$ cat config.mk
export PLATFORM = sky130hd
export DESIGN_NAME = prog_loader_flat
export DESIGN_NICKNAME = d
export VERILOG_FILES = /design/src/rtl/prog_loader_pkg.sv /design/src/rtl/prog_loader_if.sv /design/src/rtl/prog_loader.sv /design/src/flat_wrapper.sv
export SDC_FILE = /design/constraint.sdc
export NUM_CORES = 1
export LEC_CHECK = 0
export CAP_MARGIN = 25
export CELL_PAD_IN_SITES_DETAIL_PLACEMENT = 1
export CELL_PAD_IN_SITES_GLOBAL_PLACEMENT = 2
export CORE_MARGIN = 4
export CORE_UTILIZATION = 33
export DETAILED_ROUTE_END_ITERATION = 8
export PLACE_DENSITY_LB_ADDON = 0.1
export SYNTH_ARGS = -nofsm -noshare
export SYNTH_HDL_FRONTEND = slang
export SYNTH_SLANG_ARGS = --single-unit
$ cat constraint.sdc
create_clock -name clock -period 4.1 [get_ports clock]
set_input_delay 1.025 -clock clock [delete_from_list [all_inputs] [get_ports clock]]
set_output_delay 1.025 -clock clock [all_outputs]
set_load 0.1 [all_outputs]
$ cat src/rtl/prog_loader_pkg.sv
// Shared types and widths for the boot-time program loader.
package prog_loader_pkg;

  localparam int MEM_W  = 16;
  localparam int BYTE_W = 8;

  typedef enum logic [2:0] {
    HDR_HI,
    HDR_LO,
    DATA_HI,
    DATA_LO,
    WRITE,
    CHK,
    DONE,
    ERR
  } state_e;

  // Running stream checksum: plain 8-bit sum, wrapping mod 256.
  function automatic logic [BYTE_W-1:0] chk_add(input logic [BYTE_W-1:0] sum,
                                                input logic [BYTE_W-1:0] b);
    return sum + b;
  endfunction

endpackage

$ cat src/rtl/prog_loader_if.sv
// Byte-stream input, memory write port and status lines of the program loader.
interface prog_loader_if
  import prog_loader_pkg::*;
#(
  parameter int ADDR_W = 8
);
  logic              rx_valid;
  logic [BYTE_W-1:0] rx_data;
  logic              rx_ready;
  logic              mem_we;
  logic [ADDR_W-1:0] mem_addr;
  logic [MEM_W-1:0]  mem_wdata;
  logic              cpu_hold;
  logic              load_done;
  logic              load_err;

  // master is the loader; slave is the byte source plus memory/CPU side.
  modport master (
    input  rx_valid, rx_data,
    output rx_ready, mem_we, mem_addr, mem_wdata, cpu_hold, load_done, load_err
  );

  modport slave (
    output rx_valid, rx_data,
    input  rx_ready, mem_we, mem_addr, mem_wdata, cpu_hold, load_done, load_err
  );
endinterface

$ cat src/rtl/prog_loader.sv
// Boot loader: parses header/words/checksum from a byte stream, writes 16-bit
// words into main memory and holds the CPU until the image is verified.
module prog_loader
  import prog_loader_pkg::*;
#(
  parameter int ADDR_W    = 8,
  parameter int BASE_ADDR = 0
) (
  input  logic          clock,
  input  logic          reset,
  prog_loader_if.master bus
);

  // Number of words that fit between BASE_ADDR and the top of memory.
  localparam longint unsigned CAP = (64'd1 << ADDR_W) - 64'(BASE_ADDR);

  state_e            state_q;
  logic [BYTE_W-1:0] hi_q;
  logic [BYTE_W-1:0] sum_q;
  logic [MEM_W-1:0]  remain_q;
  logic [ADDR_W-1:0] addr_q;
  logic              we_q;
  logic [MEM_W-1:0]  wdata_q;
  logic              hold_q;
  logic              done_q;
  logic              err_q;

  logic              ready;
  logic              accept;
  logic [MEM_W-1:0]  cnt;

  always_comb begin
    ready = 1'b0;
    unique case (state_q)
      HDR_HI, HDR_LO, DATA_HI, DATA_LO, CHK: ready = 1'b1;
      default:                               ready = 1'b0;
    endcase
    if (reset) ready = 1'b0;
  end

  assign accept = bus.rx_valid & ready;
  assign cnt    = {hi_q, bus.rx_data};

  always_ff @(posedge clock) begin
    if (reset) begin
      state_q  <= HDR_HI;
      hi_q     <= '0;
      sum_q    <= '0;
      remain_q <= '0;
      addr_q   <= ADDR_W'(BASE_ADDR);
      we_q     <= 1'b0;
      wdata_q  <= '0;
      hold_q   <= 1'b1;
      done_q   <= 1'b0;
      err_q    <= 1'b0;
    end else begin
      we_q <= 1'b0;
      unique case (state_q)
        HDR_HI: if (accept) begin
          hi_q    <= bus.rx_data;
          sum_q   <= chk_add(sum_q, bus.rx_data);
          state_q <= HDR_LO;
        end
        HDR_LO: if (accept) begin
          sum_q    <= chk_add(sum_q, bus.rx_data);
          remain_q <= cnt;
          if (cnt == '0) begin
            state_q <= CHK;
          end else if (64'(cnt) > CAP) begin
            state_q <= ERR;
            err_q   <= 1'b1;
          end else begin
            state_q <= DATA_HI;
          end
        end
        DATA_HI: if (accept) begin
          hi_q    <= bus.rx_data;
          sum_q   <= chk_add(sum_q, bus.rx_data);
          state_q <= DATA_LO;
        end
        DATA_LO: if (accept) begin
          sum_q   <= chk_add(sum_q, bus.rx_data);
          wdata_q <= {hi_q, bus.rx_data};
          we_q    <= 1'b1;
          state_q <= WRITE;
        end
        // Write strobe is live this cycle; advance address for the next word.
        WRITE: begin
          addr_q   <= addr_q + 1'b1;
          remain_q <= remain_q - 1'b1;
          state_q  <= (remain_q == MEM_W'(1)) ? CHK : DATA_HI;
        end
        CHK: if (accept) begin
          if (bus.rx_data == sum_q) begin
            state_q <= DONE;
            done_q  <= 1'b1;
            hold_q  <= 1'b0;
          end else begin
            state_q <= ERR;
            err_q   <= 1'b1;
          end
        end
        DONE, ERR: state_q <= state_q;
      endcase
    end
  end

  assign bus.rx_ready  = ready;
  assign bus.mem_we    = we_q;
  assign bus.mem_addr  = addr_q;
  assign bus.mem_wdata = wdata_q;
  assign bus.cpu_hold  = hold_q;
  assign bus.load_done = done_q;
  assign bus.load_err  = err_q;

endmodule

$ cat src/flat_wrapper.sv
// flat-port wrapper written by rule: the top's interface ports become plain ports
module prog_loader_flat import prog_loader_pkg::*;
#(
  parameter int ADDR_W    = 8,
  parameter int BASE_ADDR = 0
)
  (clock, reset, bus_rx_valid, bus_rx_data, bus_rx_ready, bus_mem_we, bus_mem_addr, bus_mem_wdata, bus_cpu_hold, bus_load_done, bus_load_err);
  prog_loader_if #(.ADDR_W(ADDR_W)) bus_i ();
  input  logic clock;
  input  logic reset;
  input wire logic [$bits(bus_i.rx_valid)-1:0] bus_rx_valid;
  input wire logic [$bits(bus_i.rx_data)-1:0] bus_rx_data;
  output wire logic [$bits(bus_i.rx_ready)-1:0] bus_rx_ready;
  output wire logic [$bits(bus_i.mem_we)-1:0] bus_mem_we;
  output wire logic [$bits(bus_i.mem_addr)-1:0] bus_mem_addr;
  output wire logic [$bits(bus_i.mem_wdata)-1:0] bus_mem_wdata;
  output wire logic [$bits(bus_i.cpu_hold)-1:0] bus_cpu_hold;
  output wire logic [$bits(bus_i.load_done)-1:0] bus_load_done;
  output wire logic [$bits(bus_i.load_err)-1:0] bus_load_err;
  assign bus_i.rx_valid = bus_rx_valid;
  assign bus_i.rx_data = bus_rx_data;
  assign bus_rx_ready = bus_i.rx_ready;
  assign bus_mem_we = bus_i.mem_we;
  assign bus_mem_addr = bus_i.mem_addr;
  assign bus_mem_wdata = bus_i.mem_wdata;
  assign bus_cpu_hold = bus_i.cpu_hold;
  assign bus_load_done = bus_i.load_done;
  assign bus_load_err = bus_i.load_err;
  prog_loader #(.ADDR_W(ADDR_W), .BASE_ADDR(BASE_ADDR)) u_core (.clock(clock), .reset(reset), .bus(bus_i));
endmodule
Yosys cells after proc, flatten, opt, wreduce, memory -nomap -nowiden
Index checks and enable logic that the tools add are counted.
{ "op_classes": {"addsub": 3, "n_mux": 21, "order_cmp": 1, "bitwise_logic": 3, "n_eq_ne": 17, "n_reduce_logical": 16} }
{ "ops": {"columns": ["op", "count"], "rows": [
  ["16-bit one-hot mux with 2 select lines", 1],
  ["3-bit two-way mux", 8],
  ["3-bit one-hot mux with 6 select lines", 1],
  ["16-bit by 1-bit equality test with 1-bit output (second input constant)", 1],
  ["16-bit by 9-bit > comparator with 1-bit output (second input constant)", 1],
  ["16-bit zero test", 1],
  ["16-bit two-way mux", 1],
  ["16-bit by 1-bit subtractor with 16-bit output (second input constant)", 1],
  ["3-bit equality test (second input constant)", 4],
  ["2-bit by 1-bit inequality test with 1-bit output (second input constant)", 6],
  ["6-bit AND reduction", 2],
  ["1-bit two-way mux", 9],
  ["8-bit by 1-bit adder with 8-bit output (second input constant)", 1],
  ["8-bit adder", 1],
  ["8-bit equality test", 1],
  ["2-bit AND reduction", 4],
  ["3-bit by 2-bit equality test with 1-bit output (second input constant)", 2],
  ["2-bit OR reduction", 3],
  ["5-bit OR reduction", 1],
  ["2-bit inequality test (second input constant)", 2],
  ["2-bit nonzero test", 2],
  ["4-bit OR reduction", 1],
  ["3-bit by 1-bit equality test with 1-bit output (second input constant)", 1],
  ["3-bit zero test", 1],
  ["other kinds (4)", 5]
]} }
{ "word_totals": {"in_bits": 11, "reg_bits": 63} }

Longest topological paths before layout
Gate-level depths: netlist (run 1).
{ "logic_depth": {"depth_word": 7, "ltp_mapped": 8, "depth_no_buf": 8} }

Least setup slack after synthesis (run 1)
OpenSTA, ideal clock, no wires.
{ "synth_path": {"path_kind": "input to output", "from": "input port reset", "to": "output port bus_rx_ready", "required_time_ns": 3.075, "slack_ns": 0.183, "arrival_ns": 2.892, "stages": 3, "path_cell_list": "clkbuf_1 > buf_1 > a21oi_1"} }
{ "synth_between": {"elab_chain_len": 1} }
{ "synth_rtl": {"columns": ["item", "line_no", "text"], "rows": [
  ["start, declared", "flat_wrapper.sv:10", "input logic reset;"],
  ["1-bit two-way mux", "prog_loader.sv:38", "if (reset) ready = 1'b0;"],
  ["end, declared", "flat_wrapper.sv:13", "output wire logic [$bits(bus_i.rx_ready)-1:0] bus_rx_ready;"]
]} }
Every way passes these cells.

Worst setup path in the final report (run 1)
{ "layout_path": {"from": "register u_core.addr_q[2] (netlist: u_core.bus.mem_addr[2])", "to": "output port bus_mem_addr[2]"} }
{ "layout_rtl": {"columns": ["item", "line_no", "text"], "rows": [
  ["start, declared", "prog_loader.sv:21", "logic [ADDR_W-1:0] addr_q;"],
  ["start signal, assigned", "prog_loader.sv:50", "addr_q <= ADDR_W'(BASE_ADDR);"],
  ["start signal, assigned", "prog_loader.sv:89", "addr_q <= addr_q + 1'b1;"],
  ["end, declared", "flat_wrapper.sv:15", "output wire logic [$bits(bus_i.mem_addr)-1:0] bus_mem_addr;"]
]} }
No word-level cell between the ends.

==> results.cfg, run 1 <==
[run_status]
status = complete, no violations

[cts]
clk_path_buf_depth = 2
clock_tree.root_cell = clkbuf_8
clock_latency_ps = 350
htree_levels = 3
post-cts-setup-buffers = 0
cts_tree = done
cts_made_buffers = 9
clk_pin_slew_ps = 80
cts_resized = 0
hold_buffers = 0
cts_sinks = 63

[global_routing]
grt_max_degree = 32
antenna_found_initial = 0
grt_pass1_vias = 2875
gr-total-overflow = 0
grt_first_pass_wirelength_um = 14800
grt_use_total_pct = 18.1

[setup_path]
end_kind = output port
worst_ep_arrival_time_ps = 1930
cp_num_buf_inv = 1
required_ps = 3070
critPathSlowestCell = clkdlybuf4s50_1
path_class = flip-flop to output port
slowest_delay_ps = 1160
critPathTopFamily = buffers and inverters
crit_chain = clkdlybuf4s50_1
start_kind = flip-flop
crit_path_max_fanout = 5

[synth]
synth.avg_cell_area_um2 = 8.06
synth_ff_type = dfxtp_1
async_reset_ff_share_pct = 0
synth_cells = 371
synth_edf_count = 0
syn_area_um2 = 2990
yosysWarnings = 0
ys_types = 54
synthMuxAreaShare_pct = 1.13
ys_seq_elements = 63
yosysSeqAreaShare_pct = 42.2
synth_simple_gate_area_share_pct = 24.3
synth-xor-area-share_pct = 3.22
synth_fa_ha_area_share_pct = 4.85
syn-num-nets = 393
synth-compound-area-share_pct = 20.5
synth_top_family_by_area = simple AND/OR/NAND/NOR gates

[timing]
max_freq_ghz = 0.339
worstMarginPinSlew_ps = 983
period_minus_slack_ps = 2950
drv_slew = 0
setup_viol = 0
slew_headroom_pct = 34.2
rsz0062_at_grt = no
hold_viol = 0
finClkSkew_ps = 10.6
period_share_pct = 72.1
finalSetupTns_ps = 0

[cells_and_area]
fill_cells = 1056
syn_to_final_growth_pct = 22.2
final_area_um2 = 3650
drive_above_1_share_pct = 7.51
nets = 430
diodes = 0

[floorplan]
coreArea_um2 = 8760
die-width_um = 103
die-area_um2 = 10600
start_util_pct = 34.1
die_h_um = 103
row_count = 34
ios = 40

[route]
dr.pass1.iters = 4
drcViolationCount = 0
wirelength_um = 9060
via_count = 2848
drt.antenna.violating_nets = 0
first_iter_violations = 76
viasPerCell = 5.47
wl_per_cell_um = 17.4

[pwr]
ir_drop_mv = 0.158
p_leak_nw = 1.25
p_per_area_nw_per_um2 = 403

[place]
dp_hpwl_um = 6370
io_buffers = 39
place_area_um2 = 3470
place.gp.congestion = 0.784

[flow_run]
max_cap_viol_count = 0

[min_path]
hp-class = flip-flop to flip-flop
## cells in the mapped netlist, drive strengths merged (3+ instances only)
master | count | share of area (%)
nand4 | 6 | 1.3
ha | 10 | 4.2
a31oi | 4 | 0.84
buf | 5 | 0.75
xor2 | 6 | 1.8
dfxtp | 63 | 42
a211oi | 4 | 1.0
mux2 | 3 | 1.1
nand4b | 3 | 0.88
o211ai | 7 | 1.8
or3 | 3 | 0.79
nor4 | 8 | 1.7
nand2b | 3 | 0.63
inv | 10 | 1.3
nor3b | 3 | 0.92
nor2b | 3 | 0.63
nor3 | 11 | 1.8
nand3 | 9 | 1.5
o311ai | 3 | 0.88
nor2 | 22 | 2.8
clkbuf | 13 | 1.6
o21ai | 10 | 1.7
xnor2 | 5 | 1.5
nand2 | 74 | 9.3
a21oi | 53 | 8.9
## where the power goes
group | internal, mW | switching, mW
clock network | 0.225 | 0.283
registers | 0.644 | 0.0440
logic | 0.101 | 0.174
total | 0.970 | 0.501
## flip-flops by register name (all words and copies together), names as in the netlist
| register | count |
|---|---|
| u_core.bus.load_err | 1 |
| u_core.bus.load_done | 1 |
| u_core.remain_q | 16 |
| u_core.bus.mem_we | 1 |
| u_core.state_q | 3 |
| u_core.hi_q | 8 |
| u_core.bus.mem_addr | 8 |
| u_core.bus.cpu_hold | 1 |
| u_core.bus.mem_wdata | 16 |
| u_core.sum_q | 8 |
## through the flow
stage / utilization, % / std cells / total power, mW / setup slack, ps / hold WS (ps)
5_1_grt: 41.7 / 521 / 1.56 / 1020 / 480
4_1_cts: 41.7 / 521 / 1.49 / 1110 / 456
3_5_place_dp: 39.6 / 505 / 0.980 / 811 / 444
3_3_place_gp: 39.6 / 505 / 0.975 / 883 / 433
6_report: 41.7 / 521 / 1.47 / 1150 / 449
2_1_floorplan: - / 371 / 0.891 / 183 / 436
## cells in the final DEF, fill, tap and decap left out, types with 5 or more instances in the layout
master / n
o21ai_0: 10
inv_1: 10
nand4_1: 6
nand3_1: 9
ha_1: 10
clkbuf_8: 9
xor2_1: 6
nor2_1: 22
o211ai_1: 7
nand2_1: 74
nor4_1: 8
clkdlybuf4s50_1: 37
xnor2_1: 5
nor3_1: 11
dfxtp_1: 63
a21oi_1: 53
buf_4: 6
## layout make-up
| cell class | instances | area [µm²] | share of cell area, % |
|---|---|---|---|
| multi-input combinational | 279 | 1620 | 44.2 |
| clock buffer | 9 | 124 | 3.39 |
| timing repair buffer | 44 | 420 | 11.5 |
| tap | 108 | 135 | 3.70 |
| inverter | 11 | 41.3 | 1.13 |
| sequential | 63 | 1260 | 34.5 |
| clock inverter | 7 | 56.3 | 1.54 |
## worst paths after layout
kind         cells past startpoint              startpoint                  end  slack [ps]
max                              1  u_core.bus.mem_addr[2]      bus_mem_addr[2]        1150
min                              2     u_core.bus.cpu_hold  u_core.bus.cpu_hold         450
max reg2reg                      5       u_core.state_q[2]  u_core.remain_q[12]        1570
min reg2reg                      2     u_core.bus.cpu_hold  u_core.bus.cpu_hold         450
## cell families (layout without fill, tap and decap cells)
group                    count (synthesis)  count (layout)
AO/OA/AOI/OAI                          101             101
XOR/XNOR                                11              11
adder cells (fa/ha/maj)                 11              11
buffers and inverters                   29              71
flip-flops                              63              63
multiplexers                             3               3
AND/OR/NAND/NOR                        153             153
## metal layers
layer	wire (µm)	global-route usage, %	part of all wire [%]
met1	4500	25.0	50
met2	4180	28.2	46
met3	287	4.29	3.2
met4	95	5.18	1.0
met5	0	0	0
Note: power is estimated with default switching activity, not from simulation.
==> run 2, diff against run 1 <==
Settings changed: CORE_UTILIZATION 33 to 29.
Clock period 4.1 ns to 2.5 ns, I/O delays scaled along.
==> run 2 against run 1 <==
Hold slack better by 1.6 ps. Flip-flop and latch count stayed put. Critical path depth is 9 higher. Clock power is 85% higher. Clock-buffer cell count stayed put. Non-clock buffer count is 23 higher. Critical path type is now input pin to flip-flop. Highest routed layer unchanged.
==> results.cfg, run 2 (same netlist as run 1, synthesis figures left out) <==
[min_path]
hold_start = u_core.bus.cpu_hold
hp-class = flip-flop to flip-flop

[setup_path]
critPathSlowestCell = clkdlybuf4s50_1
critPathTopFamily = buffers and inverters
critPathLaunch = bus_rx_data[0]
start_kind = input pin
crit_chain = clkdlybuf4s50_1 > ha_1 > inv_1 > fa_1 > nor2b_1 > o21ai_0 > a21boi_0 > buf_4 > o31ai_1 > and2_1
required_ps = 2750
worst_ep_arrival_time_ps = 2560
end_kind = flip-flop
cp_num_buf_inv = 3
slowest_delay_ps = 500
rr_startpoint = u_core.remain_q[2]
path_class = input pin to flip-flop
crit_path_max_fanout = 3

[place]
place.gp.congestion = 0.783
place_area_um2 = 3620
io_buffers = 39
dp_hpwl_um = 6890

[timing]
period_minus_slack_ps = 2310
worstMarginPinSlew_ps = 647
drv_slew = 0
max_freq_ghz = 0.434
finClkSkew_ps = 10.4
finalSetupTns_ps = 0
rsz0062_at_grt = no
period_share_pct = 92.3
hold_viol = 0
slew_headroom_pct = 56.4
setup_viol = 0

[pwr]
power_mw = 2.56
ir_drop_mv = 0.250
p_leak_nw = 1.44
p_per_area_nw_per_um2 = 669

[route]
viasPerCell = 5.11
wirelength_um = 9490
drcViolationCount = 0
first_iter_violations = 179
drt.antenna.violating_nets = 0
wl_per_cell_um = 16.7
dr.pass1.iters = 4
via_count = 2910

[global_routing]
grt_max_degree = 36
grt_use_met3_pct = 2.82
grt_pass1_vias = 2964
top_usage_layer = met2
grt_first_pass_wirelength_um = 15700
grt_use_total_pct = 16.7
gr-total-overflow = 0
met1_usage_pct = 23.9
grtUsageMet2_pct = 25.9
antenna_found_initial = 0

[cts]
cts_tree = done
clock_latency_ps = 350
clk_path_buf_depth = 2
post-cts-setup-buffers = 0
cts_made_buffers = 9
cts_sinks = 63
cts_resized = 0
htree_levels = 3
clk_pin_slew_ps = 80
clock_tree.root_cell = clkbuf_8
hold_buffers = 0

[floorplan]
start_util_pct = 30.2
die_h_um = 110
die-width_um = 110
row_count = 36
ios = 40
die-area_um2 = 12000
coreArea_um2 = 9910

[cells_and_area]
mostFrequentLayoutCells = nand2_1, dfxtp_1, buf_4
syn_to_final_growth_pct = 27.8
seqCellArea_um2 = 1260
fill_cells = 1225
final_area_um2 = 3820
multi_input_area_um2 = 1620
finish.utilization_pct = 38.6
nets = 453
diodes = 0
final_common_cell = nand2_1
drive_above_1_share_pct = 19.0

[run_status]
status = complete, no violations

[flow_run]
max_cap_viol_count = 0
==> run 2: cell types whose count changed in the layout (fill, tap and decap cells not counted), sizes merged <==
cell and delta:
clkinv +3, clkdlybuf4s50 -28, inv -2, bufinv +1, buf +51, clkinvlp -2
==> run 2: cell type report <==
| type | count | area share [%] |
|---|---|---|
| Sequential cell | 63 | 33.0 |
| Clock buffer | 9 | 3.24 |
| Timing Repair Buffer | 67 | 14.0 |
| Inverter | 11 | 1.08 |
| Multi-Input combinational cell | 279 | 42.4 |
| Tap cell | 133 | 4.35 |
| Clock inverter | 7 | 1.90 |
==> run 2: routing by layer <==
layer	part of all wire [%]	up-vias
li1	-	1448
met1	52	1401
met2	44	54
met3	3.1	7
met4	0.82	0
met5	0	-
==> run 2: path summary, 6_finish.rpt <==
check	slack, ps	endpoint	depth (start not counted)
worst min-delay path	450	u_core.bus.cpu_hold	2
worst min register to register	450	u_core.bus.cpu_hold	2
worst max-delay path	190	u_core.sum_q[4]	10
worst max register to register	440	u_core.remain_q[12]	5
==> run 2: where the power goes <==
group | leakage [nW] | internal, mW | switching, mW
combinational | 0.837 | 0.194 | 0.300
sequential | 0.511 | 1.06 | 0.0692
clock | 0.0956 | 0.463 | 0.476
total | 1.44 | 1.71 | 0.845
==> run 2: worst reg2reg max path, stage by stage, from the launching register on <==
cell and delay [ps]:
dfxtp_1 370, nor4_1 610, nand4_1 240, nor4_1 290, mux2_2 370, a21oi_1 130
==> run 2: per-stage QoR <==
stage / setup slack (ps) / hold slack, ps / cells
finish: 193 / 451 / 569
global route: 20.9 / 480 / 569
CTS: 169 / 458 / 569
detailed placement: -187 / 447 / 553
global placement: -115 / 435 / 553
floorplan: 6.41 / 436 / 371
==> edit 1 (flow settings as in run 2) <==
Encoding of `state_e`: now one-hot (8 bits for 8 states).
--- a/src/rtl/prog_loader_pkg.sv
+++ b/src/rtl/prog_loader_pkg.sv
@@ -5,13 +5,13 @@
   localparam int BYTE_W = 8;
 
-  typedef enum logic [2:0] {
-    HDR_HI,
-    HDR_LO,
-    DATA_HI,
-    DATA_LO,
-    WRITE,
-    CHK,
-    DONE,
-    ERR
+  typedef enum logic [7:0] {
+    HDR_HI  = 8'b00000001,
+    HDR_LO  = 8'b00000010,
+    DATA_HI = 8'b00000100,
+    DATA_LO = 8'b00001000,
+    WRITE   = 8'b00010000,
+    CHK     = 8'b00100000,
+    DONE    = 8'b01000000,
+    ERR     = 8'b10000000
   } state_e;
 
Check against the original RTL: same outputs for any inputs over 4 cycles, from zero or initial values and one cycle with reset high; so few cycles prove little.
==> edit 1 against run 2 <==
- via count up 10%
- routed wire length is 11% higher
- final area grew 17%
- sequential cell count is 5 higher
- non-clock buffer count up 6
- setup slack worse by 95 ps
- fmax is 4.0% lower
- global-route usage decreased by 1.1 points
- die area up 16%
- synthesized area grew 18%
- core utilization decreased by 0.088 points
- critical path depth shrank 3
Power is not compared: it rests on default switching activity, and its combinational part moved more than twofold at a synthesized area within 25%.
==> edit 1: results (changes against run 2) <==
[outcome]
status=complete, no violations

[routing]
via_per_inst=5.21  ; +1.9%
wl_met1_um=5090  ; +2.5%
wl_met2_um=4940  ; +19%
wire_per_inst_um=17.1  ; +2.6%
wl_met3_um=369  ; +24%

[global_route]
grt_max_degree=64  ; +78%
grt_use_met1_pct=20.2  ; -3.7 points
grtUsageMet2_pct=25.3  ; -0.64 points
grt_pass1_wl_um=17300  ; +10%
grt_use_met3_pct=4.92  ; +2.1 points
grt_pass1_vias=3269  ; +10%

[setup_path]
cp.arrival_ps=2640  ; +80 ps
ff2ff_setup_slack_ps=350  ; -90 ps

[final_layout]
num-nonclk-buffers=73  ; +9.0%
multi_input_area_sq_mm=0.00201  ; +24%
clock_area_share_pct=6.78  ; +1.6 points
buf_share_pct=12.9  ; -1.1 points
drive_above_1_share_pct=21.4  ; +2.3 points
inverters_excl_clock=13  ; +2
num-multi-input-gates=303  ; +8.6%
sh_seq_area_pct=30.4  ; -2.6 points
fin_nets=490  ; +8.2%

[placed_design]
place.gp.congestion=0.783  ; about the same
hpwl_um=7670  ; +11%
post_dp_cell_area_sq_mm=0.00417  ; +15%

[timing]
fin_skew_ps=4.52  ; -5.92 ps
slew_headroom_pct=52.2  ; -4.2 points
hold_slack_ps=457  ; +6.25 ps

[logic_synthesis]
ys_seq_area_share_pct=38.6  ; -3.5 points
synth_compound_area_share_pct=16.9  ; -3.6 points
synth_nets=429  ; +9.2%
netlist_instances=407  ; +9.7%
synth_common_cells=dfxtp_1, nor2_1, mux2i_1, a21oi_1, nand2_1
synth.distinct_cells=57  ; +5.6%
synth.area.top_cells=dfxtp_1, mux2i_1, nor2_1, a21oi_1, ha_1

[floorplanning]
row_count=39  ; +8.3%

[clocking]
clk_pin_slew_ps=60  ; -20 ps

edit 1: cell count changes in the layout (fill, tap and decap cells not counted), moves of 7 or more:
cell and delta:
o21ai_0 +11, clkbuf_16 +9, nand2_1 -50, mux2i_1 +29, nor2_1 +32, a21oi_1 -26
clkbuf_8 -7
edit 1: final timing paths:
kind | cells past startpoint | start | to
setup / recovery | 7 | bus_rx_data[4] | u_core.sum_q[7]
hold / removal | 1 | u_core.bus.cpu_hold | u_core.bus.cpu_hold
setup reg to reg | 5 | u_core.state_q[2] | u_core.state_q[1]
hold reg to reg | 1 | u_core.bus.cpu_hold | u_core.bus.cpu_hold
edit 1: power breakdown:
part           switching (W)  internal [W]  total, W
Combinational       0.000578      0.000475   0.00105
Sequential          0.000142       0.00117   0.00131
Clock               0.000492      0.000823   0.00132
edit 1: worst max-delay path: cells and delay by family:
kind                       cells  cell delay (ps)
AOI/OAI and AO/OA              2              410
buffers and inverters          1              500
muxes                          2              560
and+or+nand+nor                1              200
adders and majority gates      1              350
==> edit 2 (config.mk and constraints of run 2) <==
Without the edit above. `ADDR_W` is set to 8 in 3 places; all go to 7.
--- a/src/rtl/prog_loader_if.sv
+++ b/src/rtl/prog_loader_if.sv
@@ -3,5 +3,5 @@
   import prog_loader_pkg::*;
 #(
-  parameter int ADDR_W = 8
+  parameter int ADDR_W = 7
 );
   logic              rx_valid;
--- a/src/rtl/prog_loader.sv
+++ b/src/rtl/prog_loader.sv
@@ -4,5 +4,5 @@
   import prog_loader_pkg::*;
 #(
-  parameter int ADDR_W    = 8,
+  parameter int ADDR_W    = 7,
   parameter int BASE_ADDR = 0
 ) (
--- a/src/flat_wrapper.sv
+++ b/src/flat_wrapper.sv
@@ -2,5 +2,5 @@
 module prog_loader_flat import prog_loader_pkg::*;
 #(
-  parameter int ADDR_W    = 8,
+  parameter int ADDR_W    = 7,
   parameter int BASE_ADDR = 0
 )
Ports: changed (resized bus_mem_addr); port bits go from 40 to 39. No check against the original RTL was run, so the function may have changed too.
==> edit 2 against run 2 <==
- final area rose by 3.6%
- routed wire length rose by 0.18%
- setup slack got worse by 160 ps
- synthesized area fell by 0.46%
- sequential cell count fell by 1
- fmax fell by 6.3%
- total power fell by 1.1%
- largest power group unchanged
==> edit 2: results (changes against run 2) <==
[outcome]
status=complete, no violations

[setup_path]
crit_slowest_cell=or4_4
worst_path_largest_cell_delay_ps=560  ; +60 ps
critPathTopFamily=simple AND/OR/NAND/NOR gates
reg2reg_depth=4  ; -1

[timing]
worst_pin_slew_ps=602  ; -45.0 ps
fin_skew_ps=9.20  ; -1.24 ps
fin_ws_ps=38.4  ; -155 ps

[final_layout]
fin_nets=468  ; +3.3%
drive_above_1_share_pct=22.4  ; +3.4 points
fill_cells=1192  ; -2.7%
antenna_cells=0  ; unchanged

[global_route]
grt_pass1_vias=3094  ; +4.4%
grt_pass1_wl_um=15600  ; about the same
grt.total_usage_pct=17.0  ; +0.30 points

[routing]
first_pass_iters=4  ; unchanged
wire_per_inst_um=16.3  ; -2.4%
via_count=2977  ; +2.3%

[placed_design]
port_buffers=38  ; -2.6%
dpl_worst_slack_ps=-359  ; -172 ps
hpwl_um=7120  ; +3.4%

[logic_synthesis]
ys_seq_area_share_pct=41.7  ; -0.48 points
synthXorXnorAreaFrac_pct=2.06  ; -1.2 points
synthAdderAreaFrac_pct=4.88  ; +0.022 points
synth.area.top_cells=dfxtp_1, a21oi_1, nand2_1, ha_1, nor2_1
synth_common_cells=nand2_1, dfxtp_1, a21oi_1, nor2_1, inv_1
synthMuxAreaShare_pct=1.09  ; -0.037 points
synth_nets=395  ; +0.51%

[clocking]
ctsResizeCount=0  ; unchanged

[pwr]
irDropWorstVdd_mv=0.273  ; +9.2%
p_leak_nw=1.56  ; +8.2%

-- edit 2: changes by cell type after synthesis, sizes merged, moves of 3 or more --
cell | before | now
inv | 10 | 16
nand4b | 3 | 0
o21ai | 10 | 13
or4 | 2 | 6
a311oi | 0 | 3
nand2 | 74 | 71
xnor2 | 5 | 2
-- edit 2: power breakdown --
| group | leakage, nW | total [W] | internal (W) | switching (W) |
|---|---|---|---|---|
| registers | 0.503 | 0.00106 | 0.00102 | 0.0000397 |
| clock network | 0.115 | 0.00104 | 0.000576 | 0.000466 |
| logic | 0.943 | 0.000424 | 0.000185 | 0.000238 |
| total | 1.56 | 0.00253 | 0.00179 | 0.000745 |
-- edit 2: final timing paths --
path / startpoint / endpoint
setup reg to reg: u_core.remain_q[7] / u_core.remain_q[15]
setup / recovery: bus_rx_data[0] / u_core.state_q[2]
hold reg to reg: u_core.bus.cpu_hold / u_core.bus.cpu_hold
hold / removal: u_core.bus.cpu_hold / u_core.bus.cpu_hold
-- edit 2: final cells by class --
class | instances | share of cell area (%)
Clock buffer | 9 | 3.13
Timing Repair Buffer | 81 | 16.2
Sequential cell | 62 | 31.4
Tap cell | 133 | 4.20
Inverter | 16 | 1.52
Multi-Input combinational cell | 276 | 41.0
Clock inverter | 7 | 2.62
-- edit 2: stage by stage --
stage	hold WS [ps]	cells	area [sq um]	TNS, ps
6_report	448	584	3960	0
5_1_grt	482	584	3960	-5.88
4_1_cts	454	584	3950	0
3_5_place_dp	441	568	3720	-1890
3_3_place_gp	433	568	3720	-1620
2_1_floorplan	436	373	2990	0
-- edit 2: metal layers --
layer / track usage (%) / routed length, um / vias to the layer above
met1: 22.7 / 4630 / 1443
met3: 3.70 / 397 / 10
met5: 0 / 0 / -
met4: 4.99 / 98 / 0
met2: 27.6 / 4380 / 43
li1: - / - / 1481
